===== src/rtl/add_serial_if.sv =====
// add_serial_if: start/busy/done handshake plus operand and result bus for add_serial.
//   start : request a new operation (master -> slave)
//   sub   : 0 = add, 1 = subtract a - b (master -> slave)
//   a, b  : N-bit operands (master -> slave)
//   busy  : operation in progress (slave -> master)
//   done  : one-cycle completion pulse (slave -> master)
//   out   : 2N-bit registered result (slave -> master)
interface add_serial_if #(
    parameter int unsigned N = 8
);
    logic           start;
    logic           sub;
    logic [N-1:0]   a;
    logic [N-1:0]   b;
    logic           busy;
    logic           done;
    logic [2*N-1:0] out;

    modport master (
        output start, sub, a, b,
        input  busy, done, out
    );

    modport slave (
        input  start, sub, a, b,
        output busy, done, out
    );
endinterface


===== src/rtl/add_serial.sv =====
// add_serial: digit-serial add/subtract unit, W operand bits per clock.
//   clk   : system clock, rising edge
//   rst_n : asynchronous active-low reset
//   bus   : add_serial_if slave (start/sub/a/b in, busy/done/out out);
//           the interface N must match this module's N.
// An operation takes C = N/W clock edges after start is accepted. The
// result is zero-extended (add) or sign-extended (sub) to 2N bits.
module add_serial #(
    parameter int unsigned N = 8,
    parameter int unsigned W = 2
) (
    input  logic       clk,
    input  logic       rst_n,
    add_serial_if.slave bus
);
    localparam int unsigned C  = N / W;
    localparam int unsigned CW = (C > 1) ? $clog2(C) : 1;
    localparam int unsigned RW = 2 * N;

    // Digit width must tile the operand exactly.
    generate
        if (W < 1 || W > N || (N % W) != 0) begin : g_bad_param
            $fatal(1, "add_serial: W must divide N and satisfy 1 <= W <= N");
        end
    endgenerate

    typedef enum logic [1:0] {
        IDLE = 2'd0,
        RUN  = 2'd1,
        DONE = 2'd2
    } state_t;

    state_t          state_q, state_n;
    logic [CW-1:0]   cnt_q, cnt_n;
    logic [N-1:0]    a_q, a_n;
    logic [N-1:0]    b_q, b_n;
    logic            sub_q, sub_n;
    logic            carry_q, carry_n;
    logic [N-1:0]    part_q, part_n;
    logic [RW-1:0]   out_q, out_n;
    logic            busy_q;
    logic            done_q;

    logic [W:0]      csum;
    logic [N-1:0]    part_final;
    logic            sign;

    // Operands shift right one digit per RUN cycle, so the current digit is
    // always in the low W bits; result digits shift in from the top, landing
    // at bits [counter*W +: W] once all C digits are in.
    always_comb begin
        csum       = {1'b0, a_q[W-1:0]} + {1'b0, b_q[W-1:0]} + (W+1)'(carry_q);
        part_final = (part_q >> W) | (N'(csum[W-1:0]) << (N - W));
        // On the last digit a_q[W-1]/b_q[W-1] hold the operand MSBs (b already
        // inverted), giving bit N of the sign-extended N+1-bit difference.
        sign       = a_q[W-1] ^ b_q[W-1] ^ csum[W];
    end

    // Next-state and datapath update.
    always_comb begin
        state_n = state_q;
        cnt_n   = cnt_q;
        a_n     = a_q;
        b_n     = b_q;
        sub_n   = sub_q;
        carry_n = carry_q;
        part_n  = part_q;
        out_n   = out_q;

        case (state_q)
            IDLE, DONE: begin
                if (bus.start) begin
                    state_n = RUN;
                    a_n     = bus.a;
                    b_n     = bus.sub ? ~bus.b : bus.b;
                    sub_n   = bus.sub;
                    carry_n = bus.sub;
                    cnt_n   = '0;
                    part_n  = '0;
                end else if (state_q == DONE) begin
                    state_n = IDLE;
                end
            end
            RUN: begin
                a_n     = a_q >> W;
                b_n     = b_q >> W;
                carry_n = csum[W];
                part_n  = part_final;
                if (cnt_q == CW'(C - 1)) begin
                    state_n = DONE;
                    cnt_n   = '0;
                    if (sub_q) begin
                        out_n = {{N{sign}}, part_final};
                    end else begin
                        out_n = RW'({csum[W], part_final});
                    end
                end else begin
                    cnt_n = cnt_q + 1'b1;
                end
            end
            default: begin
                state_n = IDLE;
            end
        endcase
    end

    // State, datapath and registered handshake outputs.
    always_ff @(posedge clk or negedge rst_n) begin
        if (!rst_n) begin
            state_q <= IDLE;
            cnt_q   <= '0;
            a_q     <= '0;
            b_q     <= '0;
            sub_q   <= 1'b0;
            carry_q <= 1'b0;
            part_q  <= '0;
            out_q   <= '0;
            busy_q  <= 1'b0;
            done_q  <= 1'b0;
        end else begin
            state_q <= state_n;
            cnt_q   <= cnt_n;
            a_q     <= a_n;
            b_q     <= b_n;
            sub_q   <= sub_n;
            carry_q <= carry_n;
            part_q  <= part_n;
            out_q   <= out_n;
            busy_q  <= (state_n == RUN);
            done_q  <= (state_n == DONE);
        end
    end

    assign bus.busy = busy_q;
    assign bus.done = done_q;
    assign bus.out  = out_q;
endmodule


===== src/flat_wrapper.sv =====
// flat-port wrapper written by rule: the top's interface ports become plain ports
module add_serial_flat 
#(
    parameter int unsigned N = 8,
    parameter int unsigned W = 2
)
  (clk, rst_n, bus_start, bus_sub, bus_a, bus_b, bus_busy, bus_done, bus_out);
  add_serial_if #(.N(N)) bus_i ();
  input  logic clk;
  input  logic rst_n;
  input wire logic [$bits(bus_i.start)-1:0] bus_start;
  input wire logic [$bits(bus_i.sub)-1:0] bus_sub;
  input wire logic [$bits(bus_i.a)-1:0] bus_a;
  input wire logic [$bits(bus_i.b)-1:0] bus_b;
  output wire logic [$bits(bus_i.busy)-1:0] bus_busy;
  output wire logic [$bits(bus_i.done)-1:0] bus_done;
  output wire logic [$bits(bus_i.out)-1:0] bus_out;
  assign bus_i.start = bus_start;
  assign bus_i.sub = bus_sub;
  assign bus_i.a = bus_a;
  assign bus_i.b = bus_b;
  assign bus_busy = bus_i.busy;
  assign bus_done = bus_i.done;
  assign bus_out = bus_i.out;
  add_serial #(.N(N), .W(W)) u_core (.clk(clk), .rst_n(rst_n), .bus(bus_i));
endmodule

===== config.mk =====
export PLATFORM = sky130hd
export DESIGN_NAME = add_serial_flat
export DESIGN_NICKNAME = d
export VERILOG_FILES = /design/src/rtl/add_serial_if.sv /design/src/rtl/add_serial.sv /design/src/flat_wrapper.sv
export SDC_FILE = /design/constraint.sdc
export NUM_CORES = 1
export LEC_CHECK = 0
export CAP_MARGIN = 0
export CORE_ASPECT_RATIO = 1.4
export CORE_MARGIN = 4
export CORE_UTILIZATION = 30
export CTS_CLUSTER_SIZE = 10
export DETAILED_ROUTE_END_ITERATION = 8
export DONT_BUFFER_PORTS = 1
export PLACE_DENSITY = 0.41
export SYNTH_ARGS = -nofsm -noshare
export SYNTH_HDL_FRONTEND = slang
export SYNTH_SLANG_ARGS = --single-unit

===== constraint.sdc =====
create_clock -name clk -period 4.8 [get_ports clk]
set_input_delay 1.44 -clock clk [delete_from_list [all_inputs] [get_ports clk]]
set_output_delay 1.44 -clock clk [all_outputs]
set_load 0.01 [all_outputs]

# --- Yosys cells after proc, flatten, opt, wreduce, memory -nomap -nowiden ---
# Index checks and enable logic that the tools add are counted.
totals:
  reg_bits: 48
  output_inout_bits: 18
op_classes:
  addsub: 3
  n_eq_ne: 6
  n_mux: 17
  n_bitwise: 4
  n_reduce_logical: 6
op_table:
  columns: ["cell", "count"]
  rows:
  - ["$pmux 8 s2", 3]
  - ["$mux 8", 4]
  - ["$mux 16", 1]
  - ["$mux 2", 5]
  - ["$not 8->8", 1]
  - ["$or 6x8->8", 1]
  - ["$pmux 2 s2", 2]
  - ["$eq 2x2->1 const B", 3]
  - ["$reduce_and 2->1", 3]
  - ["$eq 2x1->1 const B", 2]
  - ["$add 2x2->3", 1]
  - ["$add 3x1->3", 1]
  - ["$add 2x1->2 const B", 1]
  - ["$logic_not 2->1", 1]
  - ["$ne 2x2->1 const B", 1]
  - ["$pmux 1 s2", 1]
  - ["$reduce_bool 2->1", 1]
  - ["$reduce_or 2->1", 1]
  - ["$xor 1x1->1", 2]
  - ["$mux 1", 1]

# --- Longest topological paths before layout ---
logic_depth:
  depth_word: 5
  depth_mapped: 5

# --- Worst setup path before layout ---
# OpenSTA, ideal clock, no wires.
synth_path:
  kind: "input-to-reg"
  startpoint: "input bus_start"
  endpoint: "register u_core.b_q[4]"
  arrival_ns: 2.080
  required_time_ns: 4.674
  path_slack_ns: 2.594
  stages: 4
  n_path_buf: 1
  path_cell_list: "or2b_1 -> buf_4 -> nor2_1 -> a221o_1"
synth_via:
  elab_chain_len: 2
synth_rtl:
  columns: ["element", "line_no", "rtl"]
  rows:
  - ["from (decl)", "flat_wrapper.sv:11", "input wire logic [$bits(bus_i.start)-1:0] bus_start;"]
  - ["$ne 2x2->1 (no line)", null, null]
  - ["$reduce_and 2->1 (no line)", null, null]
  - ["to (signal assigned)", "add_serial.sv:124", "b_q <= b_n;"]
  - ["to (decl)", "add_serial.sv:36", "logic [N-1:0] b_q, b_n;"]
# No other way between the ends.
# A chain may end at the register's enable or synchronous reset.

==> results.md <==
* FF-to-FF path depth at 5
* Synthesized cell area at between 1500 and 2000 µm²
* Synth area leader: dfrtp_1
* Tmin final at around 2.5 ns
* Reg-to-reg startpoint: u_core.carry_q
* Area grow syn2layout at 4.42%
* First-pass DRT Iterations at 4
* Synth area leaders: dfrtp_1 57%, a22o_1 5.0%, a221o_1 4.6%, buf_4 3.8%, fa_1 3.4%
* Pwr dens at 691 nW/µm²
* FILL cells at a little under 600
* GRT overflow at 0
* Worst Skew at just over 0.005 ns
* DRC errors left at 0
* Max transition margin at 55.6%
* Hold Path Class: register to register
* Register bit count reported by yosys at 40
* GPL Wtd Cong at 0.709
* Max Cap Viol at 0
* Clk_lat worst skew at around 0.28 ns
* Status: finished, final reports clean
* Synth cell types at 29
* Via count at a little over 1k
* CP Depth at 0
* DP Worst Slack at roughly 2.1 ns
* Post-CTS sizing at 0
* Postcts setup bufs at 0
* Mapped Avg Cell Area at between 10 and 15 µm²
* Peak VDD IR at 0.290 mV
* Fmax at about 400 MHz
* Antenna violations before repair at 0
* Initial Utilization at around a third
* N_diodes at 0
* Req. time, crit path at roughly 3.4 ns
* Routed wire length at ~3.4 mm
* Drt wl/cell at 17.0 µm
* Vias per Instance at 5.00
* H-tree Lvls at 2
* Final hold violation count at 0
* Flop-to-flop setup slack at 3.08 ns
* Post-Synthesis Cells at between 100 and 150
* Iter 0 DRT Violations at between 50 and 60
* Finished Core Util at about a third
* Static Leak at approximately 0.84 nW
* Crit path to: bus_out[9]
* Synth cell count leaders: 40 x dfrtp_1, 11 x nand2_1, 10 x a22o_1, 9 x buf_4, 8 x a221o_1
* Worst Path Arrival at between 1 and 1.5 ns
* Post-synth top area share at between 50% and 60%
* Setup_tns at 0 ns
* RR Endpoint: u_core.bus.out[8]
* Clock transition at path regs at about 0.07 ns
* Clock Path Buffers at 2
* Kind of critical path: register to output pin
* Mapped Nets at approximately 170
* Nets@finish at between 150 and 200
* RSZ-0062 raised after global routing: false
* Post-synth EDFFs at 0
* Ys flop type: dfrtp_1
* Placed instance area at 1740 µm²
* Finished Cell Area at around 1800 µm²
* Crit path max fanout at 8
* Number of CTS-inserted buffers at 5
* Num rows at 32
* Hold_buf cts at 0
* Vias in the first global route at about 1.1k
* Die Area at roughly 7000 µm²
* Final setup fails at 0
* Ports at 38
* Min-delay src: u_core.a_q[7]
* Core area at between 5000 and 6000 µm²
* IO Port Bufs at 0
* Die W at slightly above 70 µm
* Post-DRT Antenna Nets at 0
* CTS tree: done
* Synth Warn # at 0
* Async set-reset flop share out of synthesis at 100%
* Count leader, synth: dfrtp_1
* Sequential-to-total area share from yosys stat at between 50% and 60%
* First-pass GRT wire length at about 5.7 mm
* Fraction of layout instances using a drive strength above 1 at approximately 11%
* Die height at 98.5 µm
* Overall routing resource usage at 10.5%
* Largest net degree at the start of global routing at between 40 and 50
* Max-slew violation count at 0
* Worst Max-Slew Pin Slew at roughly 0.67 ns
* Clock tree sinks at 40
* Tot Pwr at around 0.0013 W
* Final Cycle Share at 52.0%
* Min setup slack post-route at between 2 and 2.5 ns
* Crit start category: register
* Critical path capture point type: output pin
* Clk Tree Root Cell: clkbuf_8
* Setup crit start: u_core.bus.out[14]
[routing by layer]
layer,part of all wire (%),global-route usage (%)
met1,43,13.0
met2,50,16.4
met3,5.9,4.08
met4,1.3,3.69
met5,0,0
[stage by stage]
stage               instances  hold WS [ns]
floorplan                 141         0.462
global placement          195         0.481
detailed placement        195         0.486
CTS                       203         0.509
global route              203         0.517
finish                    203         0.503
[area by class of cell]
cell class	count	area [µm²]	share of cell area, %
multi-input combinational	82	639	34.9
sequential	40	1000	54.6
tap	68	85.1	4.64
clock buffer	8	90.1	4.91
inverter	5	18.8	1.02
[how the worst min path moves through the flow]
stage	to	slack, ns	depth (start not counted)
after CTS	u_core.a_q[7]	0.51	1
final	u_core.a_q[7]	0.50	1
after floorplan	u_core.part_q[2]	0.46	1
after global routing	u_core.a_q[7]	0.52	1
after detailed placement	u_core.cnt_q[1]	0.49	1
after global placement	u_core.a_q[2]	0.48	2
[cell usage in the layout (no fill, tap or decap)]
cell,n
mux2_1,2
nand3_1,5
o21a_1,1
nor2b_2,1
fa_1,3
xor2_1,2
nand2b_1,2
dfrtp_1,40
xnor2_1,6
nor2_1,7
a221o_1,8
clkbuf_1,2
o2bb2ai_1,1
inv_1,5
mux2_2,5
or2b_1,1
o21ai_0,5
nor2_4,1
nor3_1,2
nand2_1,11
ha_1,1
clkbuf_8,6
a21o_1,1
a22oi_1,5
a22o_1,10
and2b_4,1
nand3b_2,1
[state kept, by name, indices dropped and copies added, names as in the netlist]
signal / cells
u_core.a_q: 8
u_core.b_q: 8
u_core.bus.busy: 1
u_core.bus.done: 1
u_core.bus.out: 10
u_core.carry_q: 1
u_core.cnt_q: 2
u_core.part_q: 6
u_core.state_q: 2
u_core.sub_q: 1
[cells by family (layout without fill, tap and decap cells)]
group	after synthesis	count (layout)	synth area share (%)
xor gates and xnor gates	8	8	3.99
DFF	40	40	57.0
buffers and inverters	19	13	6.62
adders and majority gates	4	4	4.13
and+or+nand+nor	32	32	9.33
muxes	7	7	4.49
AOI/OAI and AO/OA	31	31	14.5
[power by group]
part           switching, W  internal (W)
sequential         0.000134      0.000486
combinational      0.000226      0.000198
clock              0.000106      0.000117
total              0.000466      0.000801
Note: power is estimated with default switching activity, not from simulation.
